### config.mk
export PLATFORM = sky130hd
export DESIGN_NAME = serial_add_ctrl
export DESIGN_NICKNAME = d
export VERILOG_FILES = /design/src/rtl/serial_add_ctrl_pkg.sv /design/src/rtl/serial_add_ctrl_full_adder.sv /design/src/rtl/serial_add_ctrl.sv
export SDC_FILE = /design/constraint.sdc
export NUM_CORES = 1
export LEC_CHECK = 0
export CAP_MARGIN = 30
export CORE_UTILIZATION = 46
export CTS_CLUSTER_DIAMETER = 150
export DETAILED_ROUTE_END_ITERATION = 7
export GPL_TIMING_DRIVEN = 0
export PLACE_DENSITY = 0.82
export SYNTH_ARGS = -nofsm -noshare
export SYNTH_HDL_FRONTEND = slang
export SYNTH_HIERARCHICAL = 1
export SYNTH_SLANG_ARGS = --single-unit
### constraint.sdc
create_clock -name clk -period 3.61 [get_ports clk]
set_input_delay 0.5415 -clock clk [delete_from_list [all_inputs] [get_ports clk]]
set_output_delay 0.5415 -clock clk [all_outputs]
set_load 0.005 [all_outputs]
### src/rtl/serial_add_ctrl_pkg.sv
// -----------------------------------------------------------------------------
// serial_add_ctrl_pkg
//   Shared definitions for the bit-serial adder controller.
//   It holds the controller state encoding (ST_IDLE, ST_RUN, ST_DONE) and the
//   default sizing parameters.
// -----------------------------------------------------------------------------
package serial_add_ctrl_pkg;

  typedef enum logic [1:0] {
    ST_IDLE = 2'd0,
    ST_RUN  = 2'd1,
    ST_DONE = 2'd2
  } state_t;

  localparam int DEF_WIDTH = 8;
  localparam int DEF_CNT_W = 4;

endpackage

### src/rtl/serial_add_ctrl_full_adder.sv
// -----------------------------------------------------------------------------
// full_adder
//   One-bit full adder. It is the entire arithmetic datapath of the serial adder.
// Ports:
//   a, b  in   operand bits
//   cin   in   carry in
//   sum   out  a ^ b ^ cin
//   cout  out  majority(a, b, cin)
// -----------------------------------------------------------------------------
module full_adder (
  input  logic a,
  input  logic b,
  input  logic cin,
  output logic sum,
  output logic cout
);

  assign sum  = a ^ b ^ cin;
  assign cout = (a & b) | (a & cin) | (b & cin);

endmodule

### src/rtl/serial_add_ctrl.sv
// -----------------------------------------------------------------------------
// serial_add_ctrl
//   Bit-serial adder controller. It accepts two WIDTH-bit operands and a
//   carry-in through a valid/ready handshake. It adds them LSB-first, one bit
//   per clock, through a single full_adder. It presents {out_cout, out_sum} on
//   a valid/ready output handshake.
//
//   Optional build macro: SERIAL_ADD_SUB_EN
//     When this macro is defined, the block has an extra in_sub input. If
//     in_sub is 1 at accept, the block computes in_a - in_b. In that case
//     out_cout is NOT borrow.
//
// Ports:
//   clk        in   system clock, rising edge
//   rst        in   synchronous active-high reset
//   in_valid   in   operand set valid
//   in_ready   out  high only in IDLE
//   in_a/in_b  in   WIDTH-bit operands
//   in_cin     in   carry into bit 0
//   in_sub     in   subtract select (only with SERIAL_ADD_SUB_EN)
//   out_valid  out  result valid (DONE)
//   out_ready  in   consumer accepts result
//   out_sum    out  WIDTH-bit sum
//   out_cout   out  carry out of the MSB
//   busy       out  high in RUN or DONE
//
// State  | meaning
// -------+-----------------------------------------------------------
// IDLE   | waiting for operands, in_ready=1
// RUN    | one bit added per cycle, count = index of current bit
// DONE   | result held, out_valid=1 until out_ready
// -----------------------------------------------------------------------------
module serial_add_ctrl
  import serial_add_ctrl_pkg::*;
#(
  parameter int WIDTH = DEF_WIDTH,
  parameter int CNT_W = DEF_CNT_W
) (
  input  logic             clk,
  input  logic             rst,
  input  logic             in_valid,
  output logic             in_ready,
  input  logic [WIDTH-1:0] in_a,
  input  logic [WIDTH-1:0] in_b,
  input  logic             in_cin,
`ifdef SERIAL_ADD_SUB_EN
  input  logic             in_sub,
`endif
  output logic             out_valid,
  input  logic             out_ready,
  output logic [WIDTH-1:0] out_sum,
  output logic             out_cout,
  output logic             busy
);

  localparam logic [CNT_W-1:0] LAST_CNT = CNT_W'(WIDTH - 1);
  localparam logic [CNT_W-1:0] CNT_MAX  = {CNT_W{1'b1}};

  state_t           state_q;
  state_t           state_d;
  logic [WIDTH-1:0] a_sr;
  logic [WIDTH-1:0] b_sr;
  logic [WIDTH-1:0] sum_sr;
  logic             carry_q;
  logic [CNT_W-1:0] count_q;

  logic             accept;
  logic             step;
  logic             fa_sum;
  logic             fa_cout;
  logic [WIDTH-1:0] b_load;
  logic             cin_load;

  // Subtraction is a + ~b + 1. Only the load values change, so the serial
  // datapath is the same in both builds.
`ifdef SERIAL_ADD_SUB_EN
  assign b_load   = in_sub ? ~in_b : in_b;
  assign cin_load = in_sub ? 1'b1  : in_cin;
`else
  assign b_load   = in_b;
  assign cin_load = in_cin;
`endif

  always_ff @(posedge clk) begin
    if (rst) begin
      state_q <= ST_IDLE;
    end else begin
      state_q <= state_d;
    end
  end

  always_comb begin
    state_d = state_q;
    accept  = 1'b0;
    step    = 1'b0;
    case (state_q)
      ST_IDLE: begin
        if (in_valid) begin
          accept  = 1'b1;
          state_d = ST_RUN;
        end
      end
      ST_RUN: begin
        step = 1'b1;
        // The last bit is added in the same cycle that the state moves to DONE.
        if (count_q == LAST_CNT) begin
          state_d = ST_DONE;
        end
      end
      ST_DONE: begin
        if (out_ready) begin
          state_d = ST_IDLE;
        end
      end
      default: state_d = ST_IDLE;
    endcase
  end

  full_adder u_fa (
    .a    (a_sr[0]),
    .b    (b_sr[0]),
    .cin  (carry_q),
    .sum  (fa_sum),
    .cout (fa_cout)
  );

  always_ff @(posedge clk) begin
    if (rst) begin
      a_sr    <= '0;
      b_sr    <= '0;
      sum_sr  <= '0;
      carry_q <= 1'b0;
      count_q <= '0;
    end else if (accept) begin
      a_sr    <= in_a;
      b_sr    <= b_load;
      sum_sr  <= '0;
      carry_q <= cin_load;
      count_q <= '0;
    end else if (step) begin
      sum_sr  <= {fa_sum, sum_sr[WIDTH-1:1]};
      carry_q <= fa_cout;
      a_sr    <= a_sr >> 1;
      b_sr    <= b_sr >> 1;
      if (count_q != CNT_MAX) begin
        count_q <= count_q + CNT_W'(1);
      end
    end
  end

  assign in_ready  = (state_q == ST_IDLE);
  assign out_valid = (state_q == ST_DONE);
  assign busy      = (state_q == ST_RUN) || (state_q == ST_DONE);
  assign out_sum   = sum_sr;
  assign out_cout  = carry_q;

endmodule
[Word-level counts from Yosys, hierarchy flattened]
Cells that the tools add are included.
Cells by class
  shifts and indexed selects: 0
  order comparisons: 0
  divide/modulo/power cells: 0
  bitwise operators: 7
  eq/ne operators: 7
  muxes and demuxes: 13
  reductions and logical operators: 6
  $mul: 0
  add/subtract/negate cells: 1
Operators by type and width (count)
  two-way mux 8 bit: 4
  two-way mux 2 bit: 3
  case mux 2 bit (3 select lines): 1
  two-way mux 1 bit: 5
  adder 4 x 1 -> 4 bit (second input constant): 1
  equality test 4 x 3 -> 1 bit (second input constant): 1
  != test 2 bit (second input constant): 2
  != test 4 bit (second input constant): 1
  AND 1 bit: 3
  AND reduction 3 bit: 1
  equality test 2 x 1 -> 1 bit (second input constant): 1
  equality test 2 bit (second input constant): 1
  zero test 2 bit: 1
  != test 2 x 1 -> 1 bit (second input constant): 1
  OR 1 bit: 2
  AND reduction 2 bit: 1
  nonzero test 2 bit: 1
  OR reduction 2 bit: 1
  bitwise XOR 1 bit: 2
  logical OR 1 bit: 1
Word-level totals
  word-level logic and storage cells: 40
  memories kept: 0
  ROM bits: 0
  memory bits (writable): 0
  flip-flop bits (word level): 31
  latch bits: 0

[Logic depth before layout (Yosys ltp)]
Gate-level depths: netlist of run 1.
  depth after elaboration: 5
  gate-level depth with buffers: 6
  depth with buffers taken out: 5

[Cells and area by module]
The synthesis of run 1 kept the hierarchy.
By module, submodules not included
  serial_add_ctrl: times used 1, seq. area each 620.6 µm², cells an instance 142, area each 1370.1 µm²
  full_adder: times used 1, seq. area each 0.0 µm², cells an instance 1, area each 20.0 µm²

[Worst setup path after synthesis of run 1]
No wires, ideal clock.
  kind: flip-flop to flip-flop
  start: reg state_q[0]
  end: reg state_q[0]
  library setup time: 72 ps
  data arrival time: 1349 ps
  required time: 3538 ps
  stages on the path, launching flop included: 5
  buffers on the path: 0
  setup slack: 2190 ps
  clock period less this slack: 1420 ps
  cell sequence: dfxtp_1 -> inv_1 -> ha_1 -> a222oi_1 -> mux2i_1
Between the ends
  word-level cells in the longest chain between the ends: 3
  elaborated cells between the ends (all ways): 8
  classes of those cells: eq/ne: 5; mux: 1; reduce/logical: 2
RTL lines
  start, declared: RTL line serial_add_ctrl.sv:59  | state_t state_q;
  start signal, assigned: RTL line serial_add_ctrl.sv:88  | state_q <= state_d;
  zero test 2 bit *
  via in_ready: RTL line serial_add_ctrl.sv:42  | output logic in_ready,
  != test 2 bit (no source line)
  AND reduction 3 bit (no source line)
Mark *: on every way through the listed nets, which the timed path passes. The rest lies on a longest branch.
A chain may end at the register's enable or synchronous reset.

[Final worst setup path of run 1]
  start: reg state_q[1]
  end: out in_ready
Between the ends
  word-level cells in the longest chain between the ends: 1
RTL lines
  zero test 2 bit: RTL line serial_add_ctrl.sv:151  | assign in_ready = (state_q == ST_IDLE);
  end, declared: RTL line serial_add_ctrl.sv:42
Every way passes these cells.

==> out/metrics.cfg, run 1 <==
[clock_tree]
clk_pin_slew_worst_paths_ns=0.10
clockBufferDepth=2
cts_tree=built
cts_buffers=5
post-cts-setup-buffers=0
cts_hold_buf=0
htree_levels=2
cts-root-buf=clkbuf_4
cts_num_sinks=31
post_cts_resized=0
insertion_delay_ns=0.33

[global_route]
grt_max_degree=12
antenna_found_initial=0
grt_usage_pct=19.0
grt_pass1_vias=1120
grt-ovfl-total=0
grt_pass1_wl_um=4830

[timing]
drv_slew=0
fmax_ghz=0.468
fin_crit_ns=2.14
maxSlewHeadroom_pct=66.6
fin_ws_ns=1.47
setup_viol=0
finalSetupTns_ns=0
finClkSkew_ns=0.0138
hold_viol=0
timing.final.crit_share_pct=59.2
worstMarginPinSlew_ns=0.500
rsz0062_at_grt=false

[route]
first_pass_iters=6
post_drt_wl_per_cell_um=12.9
drt_wl_total_um=2760
drt-initial-drc-count=30
vias=1175
ant_nets=0
drc_errors=2
via_per_inst=5.49

[critical_path]
critPathLaunchType=register
cp.arrival_ns=1.59
worst-setup-path-type=reg2out
cp.required_ns=3.07
slowest_stage=clkdlybuf4s50_1
endpoint_kind=output port
path_delay_family=buffers and inverters
crit_chain=inv_1, ha_1, clkdlybuf4s50_1
cpPeakStageDelay_ns=0.54
critical_path.max_fanout=6
crit_buf_inv=2

[synthesis]
synth_edf_count=0
syn_inst=143
postSynthAreaPerCell_sq_um=9.72
ys_ff_latch=31
ys_warn_count=6
async_reset_ff_share_pct=0
ys_seq_area_share_pct=44.6
synth_nets=170
ys.flop_type=dfxtp_1
synth.distinct_cells=24
syn-cell-area_sq_mm=0.00139

[floorplan]
core-area_sq_mm=0.00281
ios=33
die_w_um=57.0
rows=19
die_y_um=57.0
initial_utilization_pct=49.6
design.die.area_sq_mm=0.00325

[cells_and_area]
drive_above_1_share_pct=7.65
syn_to_final_growth_pct=30.0
final_common_cell=clkdlybuf4s50_1
layout.nets=209
layout_common_cells=clkdlybuf4s50_1 (32), dfxtp_1 (31), mux2i_1 (25)
finalInstanceArea_sq_mm=0.00181
antennaDiodeCount=0

[outcome]
failed_checks=design-rule violations
status=complete, but fails checks

[placement]
portBuffers=32
post-place-ws_ns=1.59
dp_hpwl_um=2100
gp_congestion=0.696
place_area_sq_mm=0.00175

[power]
p_per_area_mw_per_mm2=594
vdd.ir_drop.worst_uv=281
p_leak_nw=0.676

[hold_path]
hold_path.class=reg2reg

[run]
cap_violations=0

## layer usage
layer	routed length, um	GRT usage (%)	vias to the layer above
met2	1420	33.3	28
met4	25	5.57	0
met3	125	6.35	3
li1	-	-	581
met1	1190	22.0	563
met5	0	0	-
## cell families after synthesis
| logic type | after synthesis | share of synthesized area [%] |
|---|---|---|
| DFF | 31 | 44.6 |
| adders and majority gates | 6 | 5.94 |
| buffers and inverters | 15 | 5.22 |
| and+or+nand+nor | 41 | 14.0 |
| AOI/OAI and AO/OA | 25 | 12.2 |
| muxes | 25 | 18.0 |
## power breakdown
part / total (mW) / leakage (nW) / internal [mW] / switching [mW]
Combinational: 0.419 / 0.395 / 0.211 / 0.209
Sequential: 0.457 / 0.254 / 0.412 / 0.0450
Clock: 0.197 / 0.0272 / 0.0743 / 0.123
## sequential cells by signal, summed over array words and instances (netlist names)
signal / cells
state_q: 2
count_q: 4
b_sr: 8
out_sum: 8
a_sr: 8
out_cout: 1
## path summary, 6_finish.rpt
check                                start    endpoint  slack [ns]  cells past startpoint
worst max-delay path            state_q[1]    in_ready        1.47                      3
worst min-delay path            state_q[1]  state_q[1]        0.50                      2
worst max register to register  state_q[0]  state_q[0]        2.00                      4
worst min register to register  state_q[1]  state_q[1]        0.50                      2
## worst register-to-register path, stage by stage (launching register included)
cell	delay [ns]
dfxtp_1	0.39
inv_1	0.09
ha_1	0.27
a222oi_1	0.52
mux2i_1	0.26
## stage by stage
stage | std cells | util (%) | hold slack [ns] | total power, mW
5_1_grt | 214 | 64.4 | 0.541 | 1.15
2_1_floorplan | 143 | - | 0.462 | 0.752
3_3_place_gp | 206 | 62.4 | 0.476 | 0.868
3_5_place_dp | 206 | 62.4 | 0.491 | 0.887
4_1_cts | 214 | 64.4 | 0.505 | 1.09
6_report | 214 | 64.4 | 0.500 | 1.07
## Yosys cell counts, types with 4 or more instances
library cell  number  share of area, %
a211oi_1          15               8.1
a21oi_1            6               2.2
buf_2              4               1.4
dfxtp_1           31                45
ha_1               5               4.5
inv_1              6               1.6
mux2i_1           25                18
nand2b_1           5               2.3
nand3_1            5               1.8
nor2_1            23               6.2
## layout make-up
cell class | count | area (sq um)
fillers | 250 | 998
plain buffers | 9 | 50.0
flip-flops and latches | 31 | 621
repair buffers | 32 | 320
inverters | 6 | 22.5
multi-input cells | 97 | 697
well taps | 31 | 38.8
clock buffers | 5 | 37.5
clock inverters | 3 | 20.0
(Power assumes the default switching activity.)
==> run 2, diff against run 1 <==
Clock period 3.61 ns to 2.21 ns, I/O delays scaled along.
==> results of run 2 <==
Same layout as run 1 (identical final DEF). Status: complete, but fails checks: design-rule violations.
Main changes from that run: setup slack after placement 1.59 ns -> 0.400 ns; setup slack after layout 1.47 ns -> 0.284 ns; register-to-register setup slack 2.00 ns -> 0.60 ns; total power 1.07 mW -> 1.75 mW; worst IR drop on VDD 281 uV -> 459 uV
==> run 3, diff against run 2 <==
Settings changed: GPL_ROUTABILITY_DRIVEN set to 0.
==> results of run 3 <==
Same layout as run 1 (identical final DEF). Status: complete, but fails checks: design-rule violations.
Main changes from that run: setup slack after placement 1.59 ns -> 0.400 ns; setup slack after layout 1.47 ns -> 0.284 ns; register-to-register setup slack 2.00 ns -> 0.60 ns; total power 1.07 mW -> 1.75 mW; worst IR drop on VDD 281 uV -> 459 uV
